**config.mk**
```make
export PLATFORM = sky130hd
export DESIGN_NAME = alu_flag_stage
export DESIGN_NICKNAME = d
export VERILOG_FILES = /design/src/rtl/alu_pkg.sv /design/src/rtl/cond_eval.sv /design/src/rtl/alu_flag_stage.sv
export SDC_FILE = /design/constraint.sdc
export NUM_CORES = 1
export LEC_CHECK = 0
export CAP_MARGIN = 20
export CORE_MARGIN = 3
export CORE_UTILIZATION = 55
export CTS_CLUSTER_SIZE = 28
export DETAILED_ROUTE_END_ITERATION = 16
export PLACE_DENSITY = 0.95
export SLEW_MARGIN = 15
export SYNTH_ARGS = -nofsm -noshare
export SYNTH_HDL_FRONTEND = slang
export SYNTH_HIERARCHICAL = 1
export SYNTH_SLANG_ARGS = --single-unit
```
**constraint.sdc**
```tcl
create_clock -name clk -period 4 [get_ports clk]
set_clock_uncertainty 0.15 [all_clocks]
set_input_delay 1.2 -clock clk [delete_from_list [all_inputs] [get_ports clk]]
set_output_delay 1.2 -clock clk [all_outputs]
set_load 0.005 [all_outputs]
```
**src/rtl/alu_pkg.sv**
```systemverilog
// Shared definitions for the execute-side ALU path.
//   - ALU control encodings
//   - branch type and condition code enums
//   - packed {n,z,c,v} flag struct
package alu_pkg;

   localparam logic [2:0] ALU_PASS_B   = 3'b000;
   localparam logic [2:0] ALU_ADD      = 3'b010;
   localparam logic [2:0] ALU_SUBTRACT = 3'b011;
   localparam logic [2:0] ALU_AND      = 3'b100;
   localparam logic [2:0] ALU_OR       = 3'b101;
   localparam logic [2:0] ALU_XOR      = 3'b110;

   typedef enum logic [1:0] {
      BR_NONE   = 2'b00,
      BR_UNCOND = 2'b01,
      BR_COND   = 2'b10,
      BR_CBZ    = 2'b11
   } br_type_e;

   typedef enum logic [3:0] {
      COND_EQ = 4'b0000,
      COND_NE = 4'b0001,
      COND_HS = 4'b0010,
      COND_LO = 4'b0011,
      COND_MI = 4'b0100,
      COND_PL = 4'b0101,
      COND_VS = 4'b0110,
      COND_VC = 4'b0111,
      COND_HI = 4'b1000,
      COND_LS = 4'b1001,
      COND_GE = 4'b1010,
      COND_LT = 4'b1011,
      COND_GT = 4'b1100,
      COND_LE = 4'b1101,
      COND_AL = 4'b1110,
      COND_NV = 4'b1111   // architecturally also "always"
   } cond_t;

   typedef struct packed {
      logic n;
      logic z;
      logic c;
      logic v;
   } flags_t;

endpackage

```
**src/rtl/cond_eval.sv**
```systemverilog
// Combinational condition-code evaluator.
//   flags_i : effective {n,z,c,v}
//   cond_i  : 4-bit condition code
//   taken_o : 1 when the condition holds
module cond_eval
   import alu_pkg::*;
(
   input  flags_t flags_i,
   input  cond_t  cond_i,
   output logic   taken_o
);

   logic n_eq_v;
   assign n_eq_v = (flags_i.n == flags_i.v);

   always_comb begin
      taken_o = 1'b1;
      case (cond_i)
         COND_EQ: taken_o =  flags_i.z;
         COND_NE: taken_o = !flags_i.z;
         COND_HS: taken_o =  flags_i.c;
         COND_LO: taken_o = !flags_i.c;
         COND_MI: taken_o =  flags_i.n;
         COND_PL: taken_o = !flags_i.n;
         COND_VS: taken_o =  flags_i.v;
         COND_VC: taken_o = !flags_i.v;
         COND_HI: taken_o =  flags_i.c && !flags_i.z;
         COND_LS: taken_o = !flags_i.c ||  flags_i.z;
         COND_GE: taken_o =  n_eq_v;
         COND_LT: taken_o = !n_eq_v;
         COND_GT: taken_o = !flags_i.z &&  n_eq_v;
         COND_LE: taken_o =  flags_i.z || !n_eq_v;
         default: taken_o = 1'b1;
      endcase
   end

endmodule

```
**src/rtl/alu_flag_stage.sv**
```systemverilog
// ALU flag stage: takes one ALU result + flags per beat, maintains the
// architectural NZCV register, resolves branch-taken at accept time and
// buffers each beat in a 2-entry FIFO for the downstream consumer.
//   clk, reset(active-low async)
//   in_valid/in_ready, result, negative/zero/overflow/carry_out,
//   set_flags, br_type, cond                 : upstream beat
//   out_valid/out_ready, out_result,
//   out_flags, out_taken                     : head of buffer
//   flags_q                                  : architectural {N,Z,C,V}
module alu_flag_stage
   import alu_pkg::*;
#(
   parameter int WIDTH = 64,
   parameter int DEPTH = 2
)(
   input  logic             clk,
   input  logic             reset,
   input  logic             in_valid,
   output logic             in_ready,
   input  logic [WIDTH-1:0] result,
   input  logic             negative,
   input  logic             zero,
   input  logic             overflow,
   input  logic             carry_out,
   input  logic             set_flags,
   input  logic [1:0]       br_type,
   input  logic [3:0]       cond,
   output logic             out_valid,
   input  logic             out_ready,
   output logic [WIDTH-1:0] out_result,
   output logic [3:0]       out_flags,
   output logic             out_taken,
   output logic [3:0]       flags_q
);

   localparam logic [1:0] DEPTH_C = 2'(DEPTH);

   typedef struct packed {
      logic [WIDTH-1:0] result;
      flags_t           flags;
      logic             taken;
   } entry_t;

   entry_t     mem_q [2];
   logic       wr_ptr_q, rd_ptr_q;
   logic [1:0] count_q, count_d;
   flags_t     flag_reg_q;

   logic   push, pop;
   flags_t in_flags, eff_flags;
   logic   cond_taken, taken_d;
   entry_t head;

   assign in_ready  = (count_q < DEPTH_C);
   assign out_valid = (count_q != 2'd0);
   assign push      = in_valid && in_ready;
   assign pop       = out_valid && out_ready;

   assign in_flags  = '{n: negative, z: zero, c: carry_out, v: overflow};
   // A flag-setting B.cond sees its own flags, not the stale register.
   assign eff_flags = set_flags ? in_flags : flag_reg_q;

   cond_eval u_cond_eval (
      .flags_i (eff_flags),
      .cond_i  (cond_t'(cond)),
      .taken_o (cond_taken)
   );

   always_comb begin
      taken_d = 1'b0;
      case (br_type_e'(br_type))
         BR_NONE:   taken_d = 1'b0;
         BR_UNCOND: taken_d = 1'b1;
         BR_COND:   taken_d = cond_taken;
         BR_CBZ:    taken_d = zero;
         default:   taken_d = 1'b0;
      endcase
   end

   always_comb begin
      count_d = count_q;
      case ({push, pop})
         2'b10:   count_d = count_q + 2'd1;
         2'b01:   count_d = count_q - 2'd1;
         default: count_d = count_q;
      endcase
   end

   always_ff @(posedge clk or negedge reset) begin
      if (!reset) begin
         mem_q[0]   <= '0;
         mem_q[1]   <= '0;
         wr_ptr_q   <= 1'b0;
         rd_ptr_q   <= 1'b0;
         count_q    <= 2'd0;
         flag_reg_q <= '0;
      end else begin
         if (push) begin
            mem_q[wr_ptr_q] <= '{result: result, flags: in_flags, taken: taken_d};
            wr_ptr_q        <= ~wr_ptr_q;
            if (set_flags) flag_reg_q <= in_flags;
         end
         if (pop) rd_ptr_q <= ~rd_ptr_q;
         count_q <= count_d;
      end
   end

   // Outputs read zero while the buffer is empty.
   assign head       = mem_q[rd_ptr_q];
   assign out_result = out_valid ? head.result : '0;
   assign out_flags  = out_valid ? head.flags  : 4'b0000;
   assign out_taken  = out_valid ? head.taken  : 1'b0;
   assign flags_q    = flag_reg_q;

endmodule

```
==> metrics.yaml <==
critical_path:
  critPathCaptureType: "output port"
  path_max_fanout: 36
  startpoint_type: "flop"
  r2r_end: "mem_q[69]"
  critPathRequiredTime_ps: 2650
  crit_type: "flop to output port"
  r2r_start: "flags_q[1]"
  worstPathArrival_ps: 2370
  reg2reg_depth: 8
  rrSetupSlack_ps: 1870
cts:
  cts_sinks: 146
  holdBufCountCts: 0
  cts_buffers: 17
  clk_pin_slew_ps: 60
  clk_path_buf_depth: 2
  cts_setup_buffers: 0
  worstSkewPairLatency_ps: 420
  ctsResizeCount: 0
  cts-root-buf: "clkbuf_16"
  ctsHtreeMaxLevel: 4
  cts_tree: "built"
grt:
  grt_pass1_wl_um: 26600
  grtUsageTotal_pct: 23.9
  met3_usage_pct: 5.79
  grt_pass1_vias: 5219
  grt_overflow: 0
  globalRouteMet2Util_pct: 43.2
  grt_antenna_before_repair: 0
  grtUsageMet1_pct: 27.3
  grt_max_degree: 68
  grt.busiest_layer: "met2"
drt:
  num_vias: 4503
  dr.pass1.iters: 4
  drtAntennaViolNets: 0
  routed_wl_um: 16200
  drc: 0
  vias_per_cell: 5.37
  wire_per_inst_um: 19.3
  drt_first_iter_violations: 283
sta:
  post-route-period-util_pct: 93.0
  min_period_ps: 3720
  setup_viol_count_final: 0
  finalHoldViolations: 0
  finalMaxSlewViolations: 0
  fin_ws_ps: 281
  fmax_ghz: 0.269
  maxSlewHeadroom_pct: 55.0
  holdWs_ps: 332
  tightest_slew_ps: 676
  rsz0062_at_grt: "false"
  setup-tns-final_ps: 0
floorplan:
  fp.dieH_um: 118
  die_width_um: 118
  start_util_pct: 57.0
  coreArea_sq_mm: 0.0122
  die-area_sq_mm: 0.0140
  rows: 40
  pin_count: 154
synth:
  syn_nets: 587
  yosysTopAreaCellShare_pct: 52.5
  synth-edff-count: 0
  synth_common_cells: "146 x dfrtp_1, 77 x mux2_2, 71 x nor2_1"
  ys_top_cells_by_area: "dfrtp_1 53%, mux2_4 14%, mux2_2 12%"
  synth_sequential_area_ratio_pct: 52.5
  synth_cell_type_count: 31
  ys_ff_latch: 146
  synthesis.area_sq_mm: 0.00696
  yosys_most_used_dff: "dfrtp_1"
  yosys.area.top_type: "dfrtp_1"
  ys_warn_count: 6
  syn-mean-instance-area_sq_um: 13.7
  synth.most_common_cell: "dfrtp_1"
  synth_async_sr_flop_share_pct: 100
  synth_cells: 507
placement:
  io_buffer_count: 153
  gp_congestion: 0.841
  dp_hpwl_um: 10700
  place_ws_ps: 471
run:
  drv_cap: 0
run_status:
  outcome: "finished clean"
power:
  cellPowerDensity_mw_per_mm2: 902
  p_leak_nw: 4.33
  ir_drop_mv: 0.527
worst_hold_path:
  hold_class: "flop to flop"
  min_path_cells: 2
  hp-start: "mem_q[3]"
  hold-path-endpoint: "mem_q[3]"
final_layout:
  layout.nets: 738
  drive_gt1_share_pct: 27.9
  antenna_cells: 0
  areaGrowthSynthToFinish_pct: 33.3
## state kept, by name, indices dropped and copies added, names as in the netlist
register and cells:
mem_q 138, wr_ptr_q 1, flags_q 4, count_q 2, rd_ptr_q 1
## critical path, stage by stage (launching register included)
cell             delay, ps
dfrtp_4                870
buf_12                 280
mux2i_1                250
nor2_1                  70
clkdlybuf4s50_1        470
## power by group
group / switching, W / total (W) / internal, W
Sequential: 0.000541 / 0.00279 / 0.00225
Clock: 0.000576 / 0.00166 / 0.00108
Combinational: 0.00142 / 0.00392 / 0.00250
Total: 0.00254 / 0.00837 / 0.00583
## layer usage
metal	part of all wire, %	wire length [um]
met1	39	6370
met2	54	8770
met3	4.4	714
met4	1.9	299
met5	0	0
## kinds of logic (layout without fill, tap and decap cells)
group / count (synthesis) / in the layout / synth area share, %
simple gates: 89 / 89 / 5.29
xor+xnor: 8 / 8 / 1.01
compound gates: 14 / 14 / 1.37
flops: 146 / 146 / 52.5
fa+ha+maj: 1 / 1 / 0.180
mux: 212 / 212 / 36.6
buf+inv: 37 / 201 / 3.09
## cell type report
cell class                 instances  area [sq um]
clock buffer                      29           531
clock inverter                     3          90.1
fill                             761          2940
inverter                           4          15.0
multi-input combinational        324          3100
sequential                       146          3660
tap                              168           210
timing repair buffer             165          1670
## worst max path at each step
stage	cells past startpoint	end	startpoint	slack, ps
after floorplan	8	mem_q[0]	set_flags	1210
after global placement	9	mem_q[0]	set_flags	560
after detailed placement	9	mem_q[69]	set_flags	470
after CTS	4	out_result[59]	rd_ptr_q	220
after global routing	4	out_result[59]	rd_ptr_q	180
final	4	out_result[59]	rd_ptr_q	280
## cells in the final DEF (no fill, tap or decap), types with 2 or more instances in the layout
cell	Yosys	final
a21oi_1	3	3
buf_12	0	4
buf_4	1	8
bufinv_16	0	3
clkbuf_1	8	6
clkbuf_16	0	17
clkbuf_8	0	6
clkdlybuf4s50_1	0	152
dfrtp_1	146	145
inv_1	4	4
mux2_2	77	77
mux2_4	65	65
mux2i_1	70	70
nand2_1	8	8
nand2b_1	2	2
nor2_1	71	70
nor2b_1	2	2
nor3b_1	2	2
o21ai_0	4	4
xnor2_1	7	7
## through the flow
step	total power [W]	instance area (sq um)	util, %	instances
6_report	0.00837	9280	76.0	839
5_1_grt	0.00883	9280	76.0	839
4_1_cts	0.00844	9280	76.0	839
3_5_place_dp	0.00670	8650	70.9	807
3_3_place_gp	0.00650	8650	70.9	807
2_1_floorplan	0.00489	6960	-	507
Power figures use the tool's default switching activity.
